==> config.mk <==
export PLATFORM = sky130hd
export DESIGN_NAME = rr_mux_arbiter
export DESIGN_NICKNAME = d
export VERILOG_FILES = /design/src/rtl/rr_mux_arbiter.sv
export SDC_FILE = /design/constraint.sdc
export NUM_CORES = 1
export LEC_CHECK = 0
export ABC_AREA = 1
export CAP_MARGIN = 10
export CELL_PAD_IN_SITES_DETAIL_PLACEMENT = 2
export CELL_PAD_IN_SITES_GLOBAL_PLACEMENT = 2
export CORE_MARGIN = 1.5
export CORE_UTILIZATION = 22
export DETAILED_ROUTE_END_ITERATION = 10
export PLACE_DENSITY_LB_ADDON = 0.1
export SYNTH_ARGS = -nofsm -noshare
export SYNTH_HDL_FRONTEND = slang
export SYNTH_SLANG_ARGS = --single-unit
==> constraint.sdc <==
create_clock -name clk -period 5.39 [get_ports clk]
set_input_delay 1.078 -clock clk [delete_from_list [all_inputs] [get_ports clk]]
set_output_delay 1.078 -clock clk [all_outputs]
set_load 0.02 [all_outputs]
==> src/rtl/rr_mux_arbiter.sv <==
// Round-robin arbiter that steers one of NUM_REQ valid/ready producers through a shared
// N:1 mux into a single-entry output buffer, tagging each buffered word with its source.
module rr_mux_arbiter #(
   parameter int NUM_REQ = 4,
   parameter int WIDTH   = 8,
   localparam int SRC_W  = (NUM_REQ > 1) ? $clog2(NUM_REQ) : 1
) (
   input  logic                     clk,
   input  logic                     rst_n,
   input  logic [NUM_REQ-1:0]       in_valid,
   input  logic [NUM_REQ*WIDTH-1:0] in_data,
   output logic [NUM_REQ-1:0]       in_ready,
   output logic                     out_valid,
   output logic [WIDTH-1:0]         out_data,
   output logic [SRC_W-1:0]         out_src,
   input  logic                     out_ready
);

   typedef enum logic {EMPTY, FULL} state_t;

   state_t             state;
   logic [SRC_W-1:0]   rr_ptr;
   logic               load;
   logic               grant_found;
   logic [SRC_W-1:0]   grant_idx;
   logic [SRC_W:0]     scan_sum;
   logic [SRC_W-1:0]   scan_idx;
   logic [WIDTH-1:0]   sel_data;

   // Pointer wrap compares against NUM_REQ-1 so non-power-of-two counts never alias.
   function automatic logic [SRC_W-1:0] wrap_inc(input logic [SRC_W-1:0] idx);
      if (idx == SRC_W'(NUM_REQ - 1))
         return '0;
      else
         return idx + SRC_W'(1);
   endfunction

   assign out_valid = (state == FULL);
   assign load      = !out_valid || out_ready;

   // Scan requesters starting at rr_ptr; the first valid one wins.
   always_comb begin
      grant_found = 1'b0;
      grant_idx   = '0;
      scan_sum    = '0;
      scan_idx    = '0;
      for (int k = 0; k < NUM_REQ; k++) begin
         scan_sum = {1'b0, rr_ptr} + (SRC_W+1)'(k);
         if (scan_sum >= (SRC_W+1)'(NUM_REQ))
            scan_sum = scan_sum - (SRC_W+1)'(NUM_REQ);
         scan_idx = scan_sum[SRC_W-1:0];
         if (!grant_found && in_valid[scan_idx]) begin
            grant_found = 1'b1;
            grant_idx   = scan_idx;
         end
      end
   end

   // Only the granted slice is selected, so X on other requesters cannot propagate.
   assign sel_data = in_data[int'(grant_idx)*WIDTH +: WIDTH];

   always_comb begin
      in_ready = '0;
      if (rst_n && load && grant_found)
         in_ready[grant_idx] = 1'b1;
   end

   // Output buffer stage
   always_ff @(posedge clk) begin
      if (!rst_n) begin
         state    <= EMPTY;
         out_data <= '0;
         out_src  <= '0;
         rr_ptr   <= '0;
      end else if (load) begin
         if (grant_found) begin
            state    <= FULL;
            out_data <= sel_data;
            out_src  <= grant_idx;
            rr_ptr   <= wrap_inc(grant_idx);
         end else begin
            state    <= EMPTY;
         end
      end
   end

endmodule

Yosys cells after proc, flatten, opt, wreduce, memory -nomap -nowiden
Index checks and enable logic that the tools add are counted.
- word-level logic and storage cells: 61
- register bits after elaboration: 13
- output and inout port bits: 15
- magnitude comparators: 10
- reduce and logical (&&, ||, !) cells: 12
- muxes and demuxes: 25
- eq/ne operators: 1
- add/sub/neg operators: 8
- shift-type cells: 1
- operators by type and width (cell ; number):
    indexed part select 32 x 6 -> 8 bit ; 1
    2-to-1 mux 2 bit ; 9
    less-than comparator 2 x 3 -> 1 bit, second input constant ; 5
    2-to-1 mux 1 bit ; 10
    >= comparator 3 bit, second input constant ; 3
    binary-select mux 1 bit (select 2 bit) ; 4
    subtractor 2 x 1 -> 2 bit, second input constant ; 4
    adder 2 x 2 -> 3 bit, second input constant ; 2
    logical AND 1 bit ; 6
    logical NOT 1 bit ; 4
    2-to-1 mux 4 bit ; 1
    adder 2 x 1 -> 3 bit, second input constant ; 1
    >= comparator 2 x 3 -> 1 bit, second input constant ; 1
    adder 2 x 1 -> 2 bit, second input constant ; 1
    demux 1 bit (select 2 bit) ; 1
    equality test 2 bit, second input constant ; 1
    >= comparator 2 x 1 -> 1 bit, second input constant ; 1
    AND reduction 2 bit ; 1
    logical OR 1 bit ; 1

Logic depth before layout (Yosys ltp)
- depth after elaboration: 19
- gate-level depth with buffers: 15
- depth with buffers taken out: 14

Worst setup path after synthesis
Ideal clock, no wire load.
- kind: input-to-output
- start: in in_valid[3]
- end: out in_ready[1]
- arrival time: 2401 ps
- path buffers: 1
- stages: 13
- required time: 4312 ps
- slack: 1911 ps
- cells stage by stage: inv_1 nand2_1 nand3_1 nand2_1 inv_1 nand2_1 nand2_2 nand3_2 buf_6 inv_1 ha_1 inv_1 nor2_1
- longest elaborated chain between the ends: 17
- ends and longest elaborated chain (element ; RTL line ; source):
    start: declaration ; 10 ; input logic [NUM_REQ-1:0] in_valid,
    binary-select mux 1 bit (select 2 bit) ; 52 ; if (!grant_found && in_valid[scan_idx]) begin
    2-to-1 mux 1 bit (implied by the code) ; 52 ;
    2-to-1 mux 1 bit ; 52 ;
    logical NOT 1 bit ; 52 ;
    logical AND 1 bit ; 52 ;
    2-to-1 mux 1 bit ; 52 ;
    logical NOT 1 bit ; 52 ;
    logical AND 1 bit ; 52 ;
    [2 not listed] ; -- ;
    logical AND 1 bit ; 52 ;
    2-to-1 mux 2 bit * ; 52 ;
    via grant_idx[0] ; 25 ; logic [SRC_W-1:0] grant_idx;
    less-than comparator 2 x 3 -> 1 bit (implied by the code) / >= comparator 2 x 1 -> 1 bit (equally long branches) ; 65 ; in_ready[grant_idx] = 1'b1;
    logical AND 1 bit (implied by the code) ; 65 ;
    2-to-1 mux 1 bit (implied by the code) ; 65 ;
    demux 1 bit (select 2 bit) * ; 65 ;
    2-to-1 mux 4 bit * ; 64 ; if (rst_n && load && grant_found)
    end: declaration ; 12 ; output logic [NUM_REQ-1:0] in_ready,
The timed path passes the listed nets; every way through them passes the cells marked *. The select of a mux whose other input is x is not followed.

Final worst setup path
- start: in in_valid[1]
- end: out in_ready[2]
Same word-level chain as after synthesis.

==> flow_summary.ini <==
[run_status]
outcome = complete, no violations

[route]
routed_wl_um = 4560
wire_per_inst_um = 12.8
drc_errors = 0
dr.pass1.iters = 4
m1WireLength_um = 2000
wl_met3_um = 149
dr_total_vias = 1603
top_layer = met4
ant_nets = 0
drt_iter0_drc = 21
vias_per_cell = 4.50
met2_length_um = 2380

[yosys]
yosys_register_bits = 13
ys_seq_area_share_pct = 20.0
synth_fa_ha_area_share_pct = 3.84
synth_compound_area_share_pct = 3.84
synthXorXnorAreaFrac_pct = 0
synth_top_family_by_area = simple AND/OR/NAND/NOR gates
synth_common_cells = nand2_1 (64), inv_1 (55), nand3_1 (30), nor2_1 (21), nand4_1 (17)
synthMuxAreaShare_pct = 0
netlist_area_um2 = 1300
yosysMostFrequentCell = nand2_1
ys_types = 19
synth_top_cell_area_share_pct = 20.0
synth_cells = 235
ys.flop_type = dfxtp_1
synth_area_leaders = dfxtp_1 (20%), nand2_1 (18%), inv_1 (16%), nand3_1 (12%), nand4_1 (8.2%)
synth-edff-count = 0
synth_nets = 278
syn_avg_cell_area_um2 = 5.55
synthSimpleGateAreaFrac_pct = 49.3
yosys.area.top_type = dfxtp_1
async_reset_ff_share_pct = 0
yosysWarningCount = 0

[clock_network]
cts_setup_buffers = 0
hold_buffers = 0
cts_root_buf = clkbuf_8
clk_pin_slew_ns = 0.05
clk_path_buf_depth = 2
cts.sinks = 13
ctsResizeCount = 0
cts-buffers-inserted = 3
cts_tree = done
htreeDepth = 1
clock_latency_ns = 0.24

[pwr]
pwr_density_cell_nw_per_um2 = 551
vdd_ir_drop_max_mv = 0.154
leakagePower_nw = 1.03
power_w = 0.00105

[worst_setup_path]
path_max_fanout = 12
cp_top_family = buffers and inverters
start_kind = input pin
max_stage_delay_ns = 0.62
path_class = input pin to primary output
critPathSlowestCell = clkdlybuf4s50_1
critical_path.endpoint_type = primary output
cp_num_buf_inv = 5
crit_chain = clkdlybuf4s50_1 -> inv_1 -> nand2_1 -> nand3_1 -> nand2_1 -> nor2_4 -> nand3_1 -> nand3_1 -> nand2_1 -> inv_2 -> ha_1 -> inv_1 -> nor2_1 -> clkdlybuf4s50_1
crit_arrival_ns = 3.78
required_ns = 4.31

[layout]
drive_gt1_share_pct = 5.28
finalNonFillerCells = 356
area_growth_pct = 45.9
nNetsFinal = 328
diodes = 0

[place]
dp_hpwl_um = 3670
place_inst = 352
post-place-ws_ns = 0.449
gp_congestion = 0.746
numPortBuffers = 53

[min_path]
hold_path_class = flop to flop

[floorplan]
ioPinCount = 54
die_h_um = 80.0
die_w_um = 80.0
core_um2 = 5610
start_util_pct = 23.2
die_area_um2 = 6400
num_rows = 27

[run]
maxCapViolCount = 0

[timing]
tightest_slew_ns = 0.459
setup_tns_ns = 0
slew-limit-headroom_pct = 69.3
fin_crit_sh_pct = 90.1
clock_skew_ns = 0.00421
hold_viol_final = 0
slew_viol_final = 0
timing.fmax_ghz = 0.206
timing.final.ws_setup_ns = 0.532
setup_viol = 0
min_period_ns = 4.86
rsz0062_at_grt = false

[global_route]
grt_pass1_vias = 1659
grt_start_max_net_pins = 23
antenna_found_initial = 0
grt_first_pass_wirelength_um = 7920
grt-ovfl-total = 0
grt_use_total_pct = 15.7
==> final timing paths <==
kind,startpoint,slack [ns],cells past startpoint,to
setup / recovery,in_valid[1],0.53,14,in_ready[2]
hold / removal,out_src[0],0.57,2,out_src[0]
setup reg to reg,rr_ptr[0],2.76,13,rr_ptr[1]
hold reg to reg,out_src[0],0.57,2,out_src[0]
==> routing by layer <==
metal | up-vias | GRT usage (%)
met2 | 33 | 29.7
met3 | 4 | 2.63
met4 | 0 | 2.07
met5 | - | 0
li1 | 814 | -
met1 | 752 | 18.5
==> final cells by class <==
type / instances / area, um2
clock buffer: 4 / 45.0
fill: 740 / 3710
inverter: 60 / 225
multi-input combinational: 153 / 743
sequential: 13 / 260
tap: 72 / 90.1
timing repair buffer: 54 / 538
==> metrics by stage <==
step	instance area (um2)	hold WS (ns)	util (%)
global route	1900	0.590	33.9
finish	1900	0.565	33.9
global placement	1860	0.540	33.1
floorplan	1300	0.507	-
CTS	1900	0.575	33.9
detailed placement	1860	0.566	33.1
==> logic make-up (layout without fill, tap and decap cells) <==
| group | Yosys count | in the layout |
|---|---|---|
| AO/OA/AOI/OAI | 10 | 10 |
| adder cells (fa/ha/maj) | 4 | 4 |
| buffers and inverters | 69 | 118 |
| AND/OR/NAND/NOR | 139 | 139 |
| flip-flops | 13 | 13 |
==> tightest hold or removal path, cell delays in order (launching register included) <==
cell and delay [ns]:
dfxtp_1 0.32, o21ai_0 0.09, a21oi_1 0.12
==> cell usage in the layout (no fill, tap or decap) <==
| cell type | synthesis | layout |
|---|---|---|
| a21oi_1 | 4 | 4 |
| o21ai_0 | 5 | 5 |
| nor2_1 | 21 | 21 |
| nand2_2 | 3 | 3 |
| ha_1 | 4 | 4 |
| inv_1 | 55 | 55 |
| clkbuf_8 | 0 | 3 |
| nor2_4 | 1 | 1 |
| nand3_4 | 1 | 1 |
| nand3_2 | 2 | 2 |
| clkdlybuf4s50_1 | 0 | 53 |
| nand3_1 | 30 | 30 |
| inv_2 | 4 | 4 |
| buf_4 | 2 | 1 |
| dfxtp_1 | 13 | 13 |
| nand4_1 | 17 | 17 |
| nand2_1 | 64 | 64 |
| o21ai_1 | 1 | 1 |
| clkbuf_1 | 0 | 1 |
| clkinv_1 | 1 | 1 |
==> state kept, by name, indices dropped and copies added (netlist names) <==
signal and count:
out_data 8, out_src 2, out_valid 1, rr_ptr 2
==> report_power, final <==
part	internal, W	switching, W
clock network	0.0000522	0.0000348
logic	0.000282	0.000513
registers	0.000136	0.0000297
No activity file was read; power rests on OpenSTA's default activity.
